**config.mk**
```make
export PLATFORM = sky130hd
export DESIGN_NAME = wb_exc_commit_flat
export DESIGN_NICKNAME = d
export VERILOG_FILES = /design/src/rtl/wb_exc_commit_if.sv /design/src/rtl/wb_exc_commit.sv /design/src/flat_wrapper.sv
export SDC_FILE = /design/constraint.sdc
export NUM_CORES = 1
export LEC_CHECK = 0
export CAP_MARGIN = 20
export CORE_MARGIN = 8
export CORE_UTILIZATION = 37
export DETAILED_ROUTE_END_ITERATION = 6
export PLACE_DENSITY = 0.87
export RECOVER_POWER = 25
export SETUP_SLACK_MARGIN = 0.2
export SYNTH_ARGS = -nofsm -noshare
export SYNTH_HDL_FRONTEND = slang
export SYNTH_SLANG_ARGS = --single-unit
```
**constraint.sdc**
```tcl
create_clock -name clk -period 5.7 [get_ports clk]
set_clock_uncertainty 0.2 [all_clocks]
set_input_delay 1.14 -clock clk [delete_from_list [all_inputs] [get_ports clk]]
set_output_delay 1.14 -clock clk [all_outputs]
set_load 0.1 [all_outputs]
```
**src/rtl/wb_exc_commit_if.sv**
```systemverilog
// wb_exc_commit_if: bundles every signal that crosses the boundary of the WB commit block.
//
// Groups:
//   MEM -> WB   : mem_to_wb_valid, mem_epoch, mem_pc, mem_ex_vec, mem_is_ertn,
//                 mem_csr_we/num/wmask/wvalue, mem_rf_we/waddr/wdata
//   CSR -> WB   : ex_entry, ertn_entry
//   WB  -> CSR  : csr_we/num/wmask/wvalue, csr_in_bus {ertn_flush, wb_ex, ecode, esubcode, pc}
//   WB  -> pipe : wb_allowin, wb_flush, flush_target, cur_epoch
//   WB  -> GPR  : rf_we, rf_waddr, rf_wdata
//   Optional    : debug_wb_* trace outputs, present only when WB_DEBUG_TRACE_EN is defined.
//
// Modports:
//   master : the commit block (drives the CSR, GPR and flush side)
//   slave  : the surroundings (MEM stage, CSR file, register file, front-end)

`ifndef WB2CSR_LEN
`define WB2CSR_LEN 49
`endif

interface wb_exc_commit_if #(
    parameter int unsigned PC_W  = 32,
    parameter int unsigned RF_AW = 5
);
    // MEM -> WB
    logic                   mem_to_wb_valid;
    logic                   mem_epoch;
    logic [PC_W-1:0]        mem_pc;
    logic [5:0]             mem_ex_vec;
    logic                   mem_is_ertn;
    logic                   mem_csr_we;
    logic [13:0]            mem_csr_num;
    logic [31:0]            mem_csr_wmask;
    logic [31:0]            mem_csr_wvalue;
    logic                   mem_rf_we;
    logic [RF_AW-1:0]       mem_rf_waddr;
    logic [PC_W-1:0]        mem_rf_wdata;

    // CSR -> WB
    logic [31:0]            ex_entry;
    logic [31:0]            ertn_entry;

    // WB -> CSR / pipeline / GPR
    logic                   wb_allowin;
    logic                   csr_we;
    logic [13:0]            csr_num;
    logic [31:0]            csr_wmask;
    logic [31:0]            csr_wvalue;
    logic [`WB2CSR_LEN-1:0] csr_in_bus;
    logic                   wb_flush;
    logic [PC_W-1:0]        flush_target;
    logic                   cur_epoch;
    logic                   rf_we;
    logic [RF_AW-1:0]       rf_waddr;
    logic [PC_W-1:0]        rf_wdata;

`ifdef WB_DEBUG_TRACE_EN
    logic [PC_W-1:0]        debug_wb_pc;
    logic [3:0]             debug_wb_rf_we;
    logic [RF_AW-1:0]       debug_wb_rf_wnum;
    logic [PC_W-1:0]        debug_wb_rf_wdata;
`endif

    modport master (
        input  mem_to_wb_valid, mem_epoch, mem_pc, mem_ex_vec, mem_is_ertn,
        input  mem_csr_we, mem_csr_num, mem_csr_wmask, mem_csr_wvalue,
        input  mem_rf_we, mem_rf_waddr, mem_rf_wdata,
        input  ex_entry, ertn_entry,
        output wb_allowin, csr_we, csr_num, csr_wmask, csr_wvalue, csr_in_bus,
        output wb_flush, flush_target, cur_epoch,
        output rf_we, rf_waddr, rf_wdata
`ifdef WB_DEBUG_TRACE_EN
        ,
        output debug_wb_pc, debug_wb_rf_we, debug_wb_rf_wnum, debug_wb_rf_wdata
`endif
    );

    modport slave (
        output mem_to_wb_valid, mem_epoch, mem_pc, mem_ex_vec, mem_is_ertn,
        output mem_csr_we, mem_csr_num, mem_csr_wmask, mem_csr_wvalue,
        output mem_rf_we, mem_rf_waddr, mem_rf_wdata,
        output ex_entry, ertn_entry,
        input  wb_allowin, csr_we, csr_num, csr_wmask, csr_wvalue, csr_in_bus,
        input  wb_flush, flush_target, cur_epoch,
        input  rf_we, rf_waddr, rf_wdata
`ifdef WB_DEBUG_TRACE_EN
        ,
        input  debug_wb_pc, debug_wb_rf_we, debug_wb_rf_wnum, debug_wb_rf_wdata
`endif
    );

endinterface

```
**src/rtl/wb_exc_commit.sv**
```systemverilog
// wb_exc_commit: write-back stage commit block.
//
// Registers the instruction handed over by MEM, folds its raw exception flags into a single
// ecode/esubcode, drives the CSR write port and the WB->CSR bus, writes the GPR file, and
// raises a one-cycle pipeline flush (exception or ERTN) together with the redirect target.
// Wrong-path instructions are discarded with a 1-bit epoch that toggles after every flush.
//
// Ports:
//   clk   : clock
//   reset : asynchronous active-high reset
//   bus   : wb_exc_commit_if.master (MEM inputs, CSR entries, CSR/GPR/flush outputs)
//
// csr_in_bus layout: {ertn_flush, wb_ex, ecode[5:0], esubcode[8:0], pc[31:0]}
// mem_ex_vec layout: {int, adef, ine, sys, brk, ale}, int has the highest priority.
//
// Optional feature macro: WB_DEBUG_TRACE_EN adds the debug_wb_* trace outputs.

module wb_exc_commit #(
    parameter int unsigned PC_W  = 32,
    parameter int unsigned RF_AW = 5
) (
    input logic             clk,
    input logic             reset,
    wb_exc_commit_if.master bus
);

    localparam logic [5:0] EcodeInt  = 6'h00;
    localparam logic [5:0] EcodeAdef = 6'h08;
    localparam logic [5:0] EcodeIne  = 6'h0D;
    localparam logic [5:0] EcodeSys  = 6'h0B;
    localparam logic [5:0] EcodeBrk  = 6'h0C;
    localparam logic [5:0] EcodeAle  = 6'h09;

    // ------------------------------------------------------------------
    // State
    // ------------------------------------------------------------------
    logic             wb_valid_q,   wb_valid_d;
    logic             cur_epoch_q,  cur_epoch_d;
    logic [PC_W-1:0]  pc_q,         pc_d;
    logic [5:0]       ex_vec_q,     ex_vec_d;
    logic             is_ertn_q,    is_ertn_d;
    logic             csr_we_q,     csr_we_d;
    logic [13:0]      csr_num_q,    csr_num_d;
    logic [31:0]      csr_wmask_q,  csr_wmask_d;
    logic [31:0]      csr_wvalue_q, csr_wvalue_d;
    logic             rf_we_q,      rf_we_d;
    logic [RF_AW-1:0] rf_waddr_q,   rf_waddr_d;
    logic [PC_W-1:0]  rf_wdata_q,   rf_wdata_d;

    // ------------------------------------------------------------------
    // Commit-cycle decode
    // ------------------------------------------------------------------
    logic            wb_ex;
    logic            ertn_flush;
    logic            flush;
    logic [5:0]      ecode;
    logic [8:0]      esubcode;
    logic [PC_W-1:0] bus_pc;

    always_comb begin
        wb_ex      = wb_valid_q & (|ex_vec_q);
        // An exception on an ERTN wins; the ERTN itself never retires.
        ertn_flush = wb_valid_q & is_ertn_q & ~wb_ex;
        flush      = wb_ex | ertn_flush;
        esubcode   = 9'd0;
        ecode      = 6'd0;
        if (wb_ex) begin
            if      (ex_vec_q[5]) ecode = EcodeInt;
            else if (ex_vec_q[4]) ecode = EcodeAdef;
            else if (ex_vec_q[3]) ecode = EcodeIne;
            else if (ex_vec_q[2]) ecode = EcodeSys;
            else if (ex_vec_q[1]) ecode = EcodeBrk;
            else                  ecode = EcodeAle;
        end
        bus_pc = wb_valid_q ? pc_q : '0;
    end

    // ------------------------------------------------------------------
    // Next state
    // ------------------------------------------------------------------
    logic kill;
    logic capture;

    always_comb begin
        // The slot behind a flushing instruction is always wrong-path, whatever its tag.
        kill    = flush | (bus.mem_epoch != cur_epoch_q);
        capture = bus.mem_to_wb_valid & ~kill;

        wb_valid_d   = capture;
        cur_epoch_d  = cur_epoch_q ^ flush;

        pc_d         = pc_q;
        ex_vec_d     = ex_vec_q;
        is_ertn_d    = is_ertn_q;
        csr_we_d     = csr_we_q;
        csr_num_d    = csr_num_q;
        csr_wmask_d  = csr_wmask_q;
        csr_wvalue_d = csr_wvalue_q;
        rf_we_d      = rf_we_q;
        rf_waddr_d   = rf_waddr_q;
        rf_wdata_d   = rf_wdata_q;

        if (capture) begin
            pc_d         = bus.mem_pc;
            ex_vec_d     = bus.mem_ex_vec;
            is_ertn_d    = bus.mem_is_ertn;
            csr_we_d     = bus.mem_csr_we;
            csr_num_d    = bus.mem_csr_num;
            csr_wmask_d  = bus.mem_csr_wmask;
            csr_wvalue_d = bus.mem_csr_wvalue;
            rf_we_d      = bus.mem_rf_we;
            rf_waddr_d   = bus.mem_rf_waddr;
            rf_wdata_d   = bus.mem_rf_wdata;
        end
    end

    always_ff @(posedge clk or posedge reset) begin
        if (reset) begin
            wb_valid_q   <= 1'b0;
            cur_epoch_q  <= 1'b0;
            pc_q         <= '0;
            ex_vec_q     <= '0;
            is_ertn_q    <= 1'b0;
            csr_we_q     <= 1'b0;
            csr_num_q    <= '0;
            csr_wmask_q  <= '0;
            csr_wvalue_q <= '0;
            rf_we_q      <= 1'b0;
            rf_waddr_q   <= '0;
            rf_wdata_q   <= '0;
        end else begin
            wb_valid_q   <= wb_valid_d;
            cur_epoch_q  <= cur_epoch_d;
            pc_q         <= pc_d;
            ex_vec_q     <= ex_vec_d;
            is_ertn_q    <= is_ertn_d;
            csr_we_q     <= csr_we_d;
            csr_num_q    <= csr_num_d;
            csr_wmask_q  <= csr_wmask_d;
            csr_wvalue_q <= csr_wvalue_d;
            rf_we_q      <= rf_we_d;
            rf_waddr_q   <= rf_waddr_d;
            rf_wdata_q   <= rf_wdata_d;
        end
    end

    // ------------------------------------------------------------------
    // Outputs
    // ------------------------------------------------------------------
    assign bus.wb_allowin = 1'b1;

    // Faulting and ERTN instructions must not update CSRs; faulting ones must not write GPRs.
    assign bus.csr_we     = wb_valid_q & csr_we_q & ~wb_ex & ~ertn_flush;
    assign bus.csr_num    = csr_num_q;
    assign bus.csr_wmask  = csr_wmask_q;
    assign bus.csr_wvalue = csr_wvalue_q;
    assign bus.csr_in_bus = {ertn_flush, wb_ex, ecode, esubcode, bus_pc};

    assign bus.rf_we      = wb_valid_q & rf_we_q & ~wb_ex;
    assign bus.rf_waddr   = rf_waddr_q;
    assign bus.rf_wdata   = rf_wdata_q;

    assign bus.wb_flush   = flush;
    // Held at 0 outside a flush so nothing leaks from the CSR file while reset is applied.
    assign bus.flush_target = wb_ex      ? bus.ex_entry   :
                              ertn_flush ? bus.ertn_entry : '0;
    assign bus.cur_epoch  = cur_epoch_q;

`ifdef WB_DEBUG_TRACE_EN
    assign bus.debug_wb_pc       = wb_valid_q ? pc_q : '0;
    assign bus.debug_wb_rf_we    = {4{bus.rf_we}};
    assign bus.debug_wb_rf_wnum  = wb_valid_q ? rf_waddr_q : '0;
    assign bus.debug_wb_rf_wdata = wb_valid_q ? rf_wdata_q : '0;
`endif

endmodule

```
**src/flat_wrapper.sv**
```systemverilog
// flat-port wrapper written by rule: the top's interface ports become plain ports
module wb_exc_commit_flat 
#(
    parameter int unsigned PC_W  = 32,
    parameter int unsigned RF_AW = 5
)
  (clk, reset, bus_mem_to_wb_valid, bus_mem_epoch, bus_mem_pc, bus_mem_ex_vec, bus_mem_is_ertn, bus_mem_csr_we, bus_mem_csr_num, bus_mem_csr_wmask, bus_mem_csr_wvalue, bus_mem_rf_we, bus_mem_rf_waddr, bus_mem_rf_wdata, bus_ex_entry, bus_ertn_entry, bus_wb_allowin, bus_csr_we, bus_csr_num, bus_csr_wmask, bus_csr_wvalue, bus_csr_in_bus, bus_wb_flush, bus_flush_target, bus_cur_epoch, bus_rf_we, bus_rf_waddr, bus_rf_wdata);
  wb_exc_commit_if #(.PC_W(PC_W), .RF_AW(RF_AW)) bus_i ();
  input logic clk;
  input logic reset;
  input wire logic [$bits(bus_i.mem_to_wb_valid)-1:0] bus_mem_to_wb_valid;
  input wire logic [$bits(bus_i.mem_epoch)-1:0] bus_mem_epoch;
  input wire logic [$bits(bus_i.mem_pc)-1:0] bus_mem_pc;
  input wire logic [$bits(bus_i.mem_ex_vec)-1:0] bus_mem_ex_vec;
  input wire logic [$bits(bus_i.mem_is_ertn)-1:0] bus_mem_is_ertn;
  input wire logic [$bits(bus_i.mem_csr_we)-1:0] bus_mem_csr_we;
  input wire logic [$bits(bus_i.mem_csr_num)-1:0] bus_mem_csr_num;
  input wire logic [$bits(bus_i.mem_csr_wmask)-1:0] bus_mem_csr_wmask;
  input wire logic [$bits(bus_i.mem_csr_wvalue)-1:0] bus_mem_csr_wvalue;
  input wire logic [$bits(bus_i.mem_rf_we)-1:0] bus_mem_rf_we;
  input wire logic [$bits(bus_i.mem_rf_waddr)-1:0] bus_mem_rf_waddr;
  input wire logic [$bits(bus_i.mem_rf_wdata)-1:0] bus_mem_rf_wdata;
  input wire logic [$bits(bus_i.ex_entry)-1:0] bus_ex_entry;
  input wire logic [$bits(bus_i.ertn_entry)-1:0] bus_ertn_entry;
  output wire logic [$bits(bus_i.wb_allowin)-1:0] bus_wb_allowin;
  output wire logic [$bits(bus_i.csr_we)-1:0] bus_csr_we;
  output wire logic [$bits(bus_i.csr_num)-1:0] bus_csr_num;
  output wire logic [$bits(bus_i.csr_wmask)-1:0] bus_csr_wmask;
  output wire logic [$bits(bus_i.csr_wvalue)-1:0] bus_csr_wvalue;
  output wire logic [$bits(bus_i.csr_in_bus)-1:0] bus_csr_in_bus;
  output wire logic [$bits(bus_i.wb_flush)-1:0] bus_wb_flush;
  output wire logic [$bits(bus_i.flush_target)-1:0] bus_flush_target;
  output wire logic [$bits(bus_i.cur_epoch)-1:0] bus_cur_epoch;
  output wire logic [$bits(bus_i.rf_we)-1:0] bus_rf_we;
  output wire logic [$bits(bus_i.rf_waddr)-1:0] bus_rf_waddr;
  output wire logic [$bits(bus_i.rf_wdata)-1:0] bus_rf_wdata;
  assign bus_i.mem_to_wb_valid = bus_mem_to_wb_valid;
  assign bus_i.mem_epoch = bus_mem_epoch;
  assign bus_i.mem_pc = bus_mem_pc;
  assign bus_i.mem_ex_vec = bus_mem_ex_vec;
  assign bus_i.mem_is_ertn = bus_mem_is_ertn;
  assign bus_i.mem_csr_we = bus_mem_csr_we;
  assign bus_i.mem_csr_num = bus_mem_csr_num;
  assign bus_i.mem_csr_wmask = bus_mem_csr_wmask;
  assign bus_i.mem_csr_wvalue = bus_mem_csr_wvalue;
  assign bus_i.mem_rf_we = bus_mem_rf_we;
  assign bus_i.mem_rf_waddr = bus_mem_rf_waddr;
  assign bus_i.mem_rf_wdata = bus_mem_rf_wdata;
  assign bus_i.ex_entry = bus_ex_entry;
  assign bus_i.ertn_entry = bus_ertn_entry;
  assign bus_wb_allowin = bus_i.wb_allowin;
  assign bus_csr_we = bus_i.csr_we;
  assign bus_csr_num = bus_i.csr_num;
  assign bus_csr_wmask = bus_i.csr_wmask;
  assign bus_csr_wvalue = bus_i.csr_wvalue;
  assign bus_csr_in_bus = bus_i.csr_in_bus;
  assign bus_wb_flush = bus_i.wb_flush;
  assign bus_flush_target = bus_i.flush_target;
  assign bus_cur_epoch = bus_i.cur_epoch;
  assign bus_rf_we = bus_i.rf_we;
  assign bus_rf_waddr = bus_i.rf_waddr;
  assign bus_rf_wdata = bus_i.rf_wdata;
  wb_exc_commit #(.PC_W(PC_W), .RF_AW(RF_AW)) u_core (.clk(clk), .reset(reset), .bus(bus_i));
endmodule
```
==> reports/metrics.yaml, run 1 <==
run_status:
  status: "finished, violations left"
  violations: "max-capacitance violations, max-slew violations"
flow_run:
  cap_violations: 3
clock_tree:
  cts_repair_resize_count: 0
  cts_inserted_buffers: 17
  clockBufferDepth: 2
  cts_tree: "built"
  path_clk_slew_ps: 70
  clk_latency_ps: 420
  cts_setup_buffers: 0
  cts_root_buf: "clkbuf_16"
  htreeDepth: 4
  holdBufCountCts: 0
  cts.sinks: 158
synthesis:
  avgSynthCellArea_um2: 9.29
  synth_top_family_by_area: "compound AO/OA/AOI/OAI gates"
  ys_warn_count: 0
  synth_edf_count: 0
  synth_top_area_share: 0.468
  yosysMostFrequentCell: "o21ai_0"
  async_flop_share: 1.00
  synth_compound_area_frac: 0.295
  netlist_area_um2: 8450
  ys_seq_elements: 158
  synth.area.top_cells: "dfrtp_1 47%, o21ai_0 11%, nand3_1 8.8%"
  synth_flop_cell: "dfrtp_1"
  synth_cells: 910
  synth.distinct_cells: 32
  synth_top_area_cell: "dfrtp_1"
  synthXorXnorAreaFrac: 0.00311
  synth.mux.area_fraction: 0
  ys_top_cells_by_count: "182 x o21ai_0, 158 x dfrtp_1, 149 x nand3_1, 99 x clkbuf_1, 99 x o22ai_1"
  yosys.area_share.adder: 0
  synth_simple_gate_area_frac: 0.152
  ys_seq_area_frac: 0.468
layout:
  n_fill_cell: 1851
  area_growth_pct: 54.9
  stdcell_area_um2: 13100
  layout.nets: 1455
  drive_gt1_frac: 0.0981
routing:
  totalWireLength_mm: 34.4
  dr_total_vias: 8975
  drc: 0
  dr.pass1.iters: 7
  post_drt_wl_per_cell_um: 22.5
  final_antenna_net_count: 0
  viasPerCell: 5.85
  drt_iter0_drc: 751
worst_setup_path:
  critPathCaptureType: "output port"
  worst-path-buf-inv: 2
  worst-endpoint-required_ps: 4360
  crit_type: "register to output port"
  cp_max_fo: 36
  cp_cell_sequence: "or4_1 -> buf_4 -> nor2_1 -> nor3b_1 -> clkdlybuf4s50_1"
  crit_family: "buffers and inverters"
  crit_arrival_ps: 3280
  cp-start-kind: "register"
  cp_slowest_cell: "clkdlybuf4s50_1"
  slowest_delay_ps: 1010
timing:
  slew_headroom: -0.602
  rsz0062_at_grt: "no"
  fin_crit_ps: 4620
  setup_viol: 0
  tightest_slew_ps: 2400
  clock.fmax_mhz: 217
  timing.setup.tns_ps: 0
  slew_violations: 158
  timing.final.crit_share: 0.810
  hold_viol: 0
grt:
  grt_max_degree: 150
  grt_pass1_vias: 9104
  grt_most_used_layer: "met2"
  antenna_found_initial: 5
  grt.overflow.total: 0
  grt_use_met1: 0.276
  grt_usage: 0.234
  met2_usage: 0.374
  grt.met3_usage: 0.0839
  grt_pass1_wl_mm: 53.3
die:
  core_um2: 22500
  initial_utilization: 0.376
  die-height_um: 167
  die-area_um2: 27900
  die_w_um: 167
  num_rows: 55
  io_pins: 425
place:
  place_congestion: 0.905
  postPlaceCellArea_um2: 12500
  io_buffer_count: 412
  place.detailed.hpwl_mm: 23.0
worst_hold_path:
  hold_path_class: "register to register"
==> sequential cells by signal (all words and copies together) (netlist names), 5 cells and up <==
register and flops:
u_core.bus.csr_wvalue 32, u_core.ex_vec_q 6, u_core.bus.rf_wdata 32, u_core.bus.csr_num 14, u_core.pc_q 32, u_core.bus.rf_waddr 5
u_core.bus.csr_wmask 32
==> worst reg2reg max path: stages (launching register included) <==
cell,delay [ps]
dfrtp_1,440
or4_1,530
buf_4,260
o31ai_4,560
inv_6,420
buf_4,570
o22ai_1,330
==> layout make-up <==
class / instances / area [um^2] / share of cell area
sequential: 158 / 3960 / 0.302
inverter: 4 / 21.3 / 0.00162
clock buffer: 18 / 429 / 0.0328
timing repair buffer: 430 / 4250 / 0.324
antenna: 5 / 12.5 / 0.000956
clock inverter: 13 / 178 / 0.0136
tap: 285 / 357 / 0.0272
multi-input combinational: 620 / 3890 / 0.297
==> cell usage in the layout (no fill, tap or decap), types with 3 or more instances in the layout <==
cell type and n:
a21boi_0 32, a32o_1 7, and2_1 33, buf_4 27, bufinv_16 3, clkbuf_1 3
clkbuf_16 17, clkdlybuf4s50_1 397, clkinvlp_4 4, conb_1 12, dfrtp_1 157, diode_2 5
inv_6 5, nand3_1 149, nand4_1 32, o21ai_0 182, o22ai_1 99, o22ai_2 50
==> path summary, 6_finish.rpt <==
kind / from / to / slack, ps / cells after the start
hold reg to reg: u_core.pc_q[2] / u_core.pc_q[2] / 350 / 2
max in group asynchronous: reset / u_core.bus.csr_num[1] / 1900 / 3
hold / removal: u_core.pc_q[2] / u_core.pc_q[2] / 350 / 2
min in group asynchronous: reset / u_core.bus.csr_wvalue[12] / 890 / 2
setup reg to reg: u_core.ex_vec_q[1] / u_core.bus.csr_wvalue[3] / 2290 / 6
setup / recovery: u_core.ex_vec_q[1] / bus_csr_in_bus[44] / 1080 / 5
==> per-layer routing <==
metal	vias up	wire length, um	part of all wire
li1	4012	-	-
met1	4409	13100	0.38
met2	485	16500	0.48
met3	69	3440	0.10
met4	0	1440	0.042
met5	-	0	0
==> per-stage QoR <==
step	util	worst slack [ps]	cells	hold slack [ps]
floorplan	-	822	920	283
global route	0.582	966	1533	366
finish	0.582	1080	1533	355
detailed placement	0.554	1240	1496	340
global placement	0.554	1290	1496	328
CTS	0.581	931	1527	354
==> logic make-up after synthesis <==
group                     Yosys count
AOI/OAI and AO/OA                 372
and+or+nand+nor                   233
DFF                               158
buffers and inverters             142
xor gates and xnor gates            3
other                               2
Power of run 1 is not shown: default switching activity piles up to over one toggle a cycle in this logic, so the estimate is an artifact.
==> inputs of run 2 (changes only) <==
Settings changed: CORE_AREA set to 8 8 157 159, CORE_MARGIN 8 to unset, CORE_UTILIZATION 37 to unset, DIE_AREA set to 0 0 165 167, PLACE_DENSITY 0.87 to 0.86.
Clock period 5.7 ns to 4.3 ns, I/O delays scaled along.
==> reports/metrics.yaml, run 2 (same netlist as run 1, synthesis figures left out) <==
flow_run:
  cap_violations: 1
timing:
  clock.fmax_mhz: 260
  hold_viol: 0
  fin_crit_ps: 3850
  rsz0062_at_grt: "no"
  timing.setup.tns_ps: 0
  slew_headroom: -0.134
  slew_violations: 35
  setup_viol: 0
  tightest_slew_ps: 1690
  timing.final.crit_share: 0.895
worst_setup_path:
  cp_cell_sequence: "or4_1 -> buf_4 -> nor2_1 -> and4b_1 -> buf_12"
  crit_arrival_ps: 2790
  cp_slowest_cell: "or4_1"
  r2r_setup_slack_ps: 1440
  rr_startpoint: "u_core.ex_vec_q[1]"
  worst-endpoint-required_ps: 3240
  cp_max_fo: 33
  cp-start-kind: "register"
  worst-r2r-cell-count: 5
  r2r-end: "u_core.pc_q[2]"
  slowest_delay_ps: 670
  critPathCaptureType: "output port"
  crit_type: "register to output port"
grt:
  grt_pass1_wl_mm: 51.4
  grt_usage: 0.233
  grt_pass1_vias: 9106
  grt_max_degree: 150
  grt.overflow.total: 0
  antenna_found_initial: 3
die:
  die-area_um2: 27600
  initial_utilization: 0.380
  die-height_um: 167
  num_rows: 55
  io_pins: 425
  core_um2: 22200
  die_w_um: 165
layout:
  multi_input_area_um2: 3910
  stdcell_count: 1532
  mostFrequentLayoutCells: "337 x clkdlybuf4s50_1, 182 x o21ai_0, 157 x dfrtp_1"
  fin_util: 0.586
  area_growth_pct: 54.0
  n_fill_cell: 1836
  regArea_um2: 3960
  layout_commonest_cell: "clkdlybuf4s50_1"
  stdcell_area_um2: 13000
  layout.nets: 1455
  drive_gt1_frac: 0.150
clock_tree:
  clockBufferDepth: 2
  cts_root_buf: "clkbuf_16"
  cts.sinks: 158
  cts_repair_resize_count: 0
  clk_latency_ps: 420
  cts_inserted_buffers: 17
  cts_tree: "built"
  htreeDepth: 4
  path_clk_slew_ps: 70
  cts_setup_buffers: 0
  holdBufCountCts: 0
routing:
  drt_iter0_drc: 860
  viasPerCell: 5.77
  dr_total_vias: 8845
  totalWireLength_mm: 33.9
  post_drt_wl_per_cell_um: 22.1
  dr.pass1.iters: 5
  final_antenna_net_count: 0
  drc: 0
run_status:
  status: "finished, violations left"
  violations: "max-capacitance violations, max-slew violations"
place:
  postPlaceCellArea_um2: 12500
  place_congestion: 0.793
  io_buffer_count: 412
  dp_cells: 1497
  place.detailed.hpwl_mm: 22.8
worst_hold_path:
  holdPathStages: 1
  hp-start: "u_core.ex_vec_q[0]"
  hold_path_class: "register to register"
  hold_end: "u_core.ex_vec_q[0]"
run 2: layout make-up:
type,count,area share
Antenna cell,3,0.000577
Inverter,4,0.00163
Clock inverter,13,0.0100
Multi-Input combinational cell,620,0.300
Tap cell,285,0.0274
Clock buffer,19,0.0333
Timing Repair Buffer,430,0.323
Sequential cell,158,0.304
run 2: stage by stage:
step | worst slack, ps | hold WS [ps]
floorplan | 435 | 283
global placement | 888 | 331
detailed placement | 863 | 336
CTS | 403 | 351
global route | 244 | 365
finish | 451 | 351
run 2: critical path: cells and delay by family (launching register included):
kind	cells	cell delay [ps]
buffers and inverters	2	480
DFF	1	420
and+or+nand+nor	3	1450
run 2: worst max path at each step:
stage	startpoint	to	cells past startpoint	slack, ps
floorplan	u_core.ex_vec_q[1]	bus_flush_target[1]	4	430
global placement	u_core.ex_vec_q[1]	bus_csr_we	5	890
detailed placement	u_core.ex_vec_q[1]	bus_csr_we	5	860
CTS	u_core.ex_vec_q[1]	bus_csr_we	5	400
global route	reset	u_core.wb_valid_q	3	240
finish	u_core.ex_vec_q[1]	bus_csr_we	5	450
run 2: metal layers:
layer / track usage / wire, um / up-vias
met4: 0.121 / 1400 / 0
met3: 0.0826 / 3380 / 81
met5: 0 / 0 / -
met1: 0.269 / 12600 / 4308
li1: - / - / 4007
met2: 0.371 / 16500 / 449
Power of run 2 is left out for the same reason.
==> inputs of run 3 (changes only) <==
Settings changed: CORE_AREA 8 8 157 159 to 8 8 159 161, DIE_AREA 0 0 165 167 to 0 0 167 169, DONT_BUFFER_PORTS set to 1, PLACE_DENSITY 0.86 to 0.6.
==> reports/metrics.yaml, run 3 (same netlist as run 1, synthesis figures left out) <==
grt:
  grt_pass1_vias: 7194
  grt_usage: 0.203
  grt_pass1_wl_mm: 45.8
  grt_max_degree: 153
  antenna_found_initial: 3
  grt.overflow.total: 0
timing:
  tightest_slew_ps: 1600
  setup_viol: 0
  fin_crit_ps: 3870
  slew_violations: 31
  slew_headroom: -0.0699
  clock.fmax_mhz: 258
  rsz0062_at_grt: "no"
  timing.setup.tns_ps: 0
  timing.final.crit_share: 0.900
  hold_viol: 0
clock_tree:
  cts_tree: "built"
  cts.sinks: 158
  cts_setup_buffers: 0
  clk_latency_ps: 420
  cts_inserted_buffers: 17
  holdBufCountCts: 0
  cts_root_buf: "clkbuf_16"
  cts_repair_resize_count: 0
  path_clk_slew_ps: 60
  htreeDepth: 4
  clockBufferDepth: 2
routing:
  drt_iter0_drc: 667
  final_antenna_net_count: 0
  post_drt_wl_per_cell_um: 26.0
  drc: 0
  dr.pass1.iters: 5
  dr_total_vias: 7299
  viasPerCell: 6.29
  totalWireLength_mm: 30.2
worst_setup_path:
  cp_cell_sequence: "or4_1 -> buf_4 -> nor2_1 -> and3_1 -> buf_4"
  crit_arrival_ps: 2810
  worst-path-buf-inv: 2
  worst-endpoint-required_ps: 3240
  cp-start-kind: "register"
  crit_family: "simple AND/OR/NAND/NOR gates"
  cpMostUsedCell: "buf_4"
  slowest_delay_ps: 630
  worst-r2r-cell-count: 6
  rr_startpoint: "u_core.ex_vec_q[1]"
  cp_max_fo: 36
  r2r_setup_slack_ps: 1160
  r2r-end: "u_core.bus.csr_wmask[2]"
  critPathCaptureType: "output port"
  crit_type: "register to output port"
  cp_slowest_cell: "nor2_1"
place:
  place.detailed.hpwl_mm: 19.8
  io_buffer_count: 0
  postPlaceCellArea_um2: 8900
  place_congestion: 0.903
  dp_cells: 1127
worst_hold_path:
  hold_end: "u_core.pc_q[2]"
  hold_path_class: "register to register"
  holdPathStages: 2
  hp-start: "u_core.pc_q[2]"
die:
  die_w_um: 167
  io_pins: 425
  initial_utilization: 0.369
  die-height_um: 169
  num_rows: 56
  die-area_um2: 28200
  core_um2: 22900
layout:
  drive_gt1_frac: 0.209
  layout_commonest_cell: "o21ai_0"
  n_fill_cell: 2206
  area_growth_pct: 12.5
  stdcell_area_um2: 9510
  stdcell_count: 1161
  mostFrequentLayoutCells: "182 x o21ai_0, 157 x dfrtp_1, 149 x nand3_1"
  layout.nets: 1081
flow_run:
  cap_violations: 1
run_status:
  status: "finished, violations left"
  violations: "max-capacitance violations, max-slew violations"
-- run 3: worst max path at each step --
stage,from,endpoint,slack (ps),cells past startpoint
3_5_place_dp,u_core.ex_vec_q[1],bus_csr_in_bus[48],830,5
6_report,u_core.ex_vec_q[1],bus_csr_in_bus[48],430,5
3_3_place_gp,u_core.ex_vec_q[1],bus_csr_in_bus[48],820,5
4_1_cts,u_core.ex_vec_q[1],bus_csr_in_bus[48],380,5
5_1_grt,u_core.ex_vec_q[1],bus_csr_in_bus[48],290,5
2_1_floorplan,u_core.ex_vec_q[1],bus_flush_target[1],430,4
-- run 3: routing by layer --
metal | global-route usage | wire length (um) | vias up
met5 | 0 | 10 | -
met4 | 0.0803 | 839 | 2
li1 | - | - | 3256
met3 | 0.0771 | 2840 | 41
met1 | 0.239 | 11500 | 3613
met2 | 0.332 | 15000 | 387
-- run 3: cell type report --
cell class	instances	area (um^2)	area share
multi-input combinational	620	4050	0.426
sequential	158	3960	0.416
timing repair buffer	56	533	0.0561
clock buffer	18	429	0.0451
tap	290	363	0.0382
clock inverter	13	151	0.0159
inverter	4	21.3	0.00224
antenna	2	5.00	0.000526
-- run 3: tightest hold or removal path, delay by kind of cell, from the launching register on --
| kind | cells | cell delay (ps) |
|---|---|---|
| AOI/OAI and AO/OA | 2 | 140 |
| DFF | 1 | 370 |
-- run 3: metrics by stage --
stage / util / worst slack [ps] / hold slack, ps
finish: 0.415 / 431 / 350
global route: 0.415 / 291 / 368
CTS: 0.414 / 379 / 242
detailed placement: 0.389 / 835 / 336
global placement: 0.389 / 824 / 332
floorplan: - / 435 / 283
Power of run 3 is left out for the same reason.
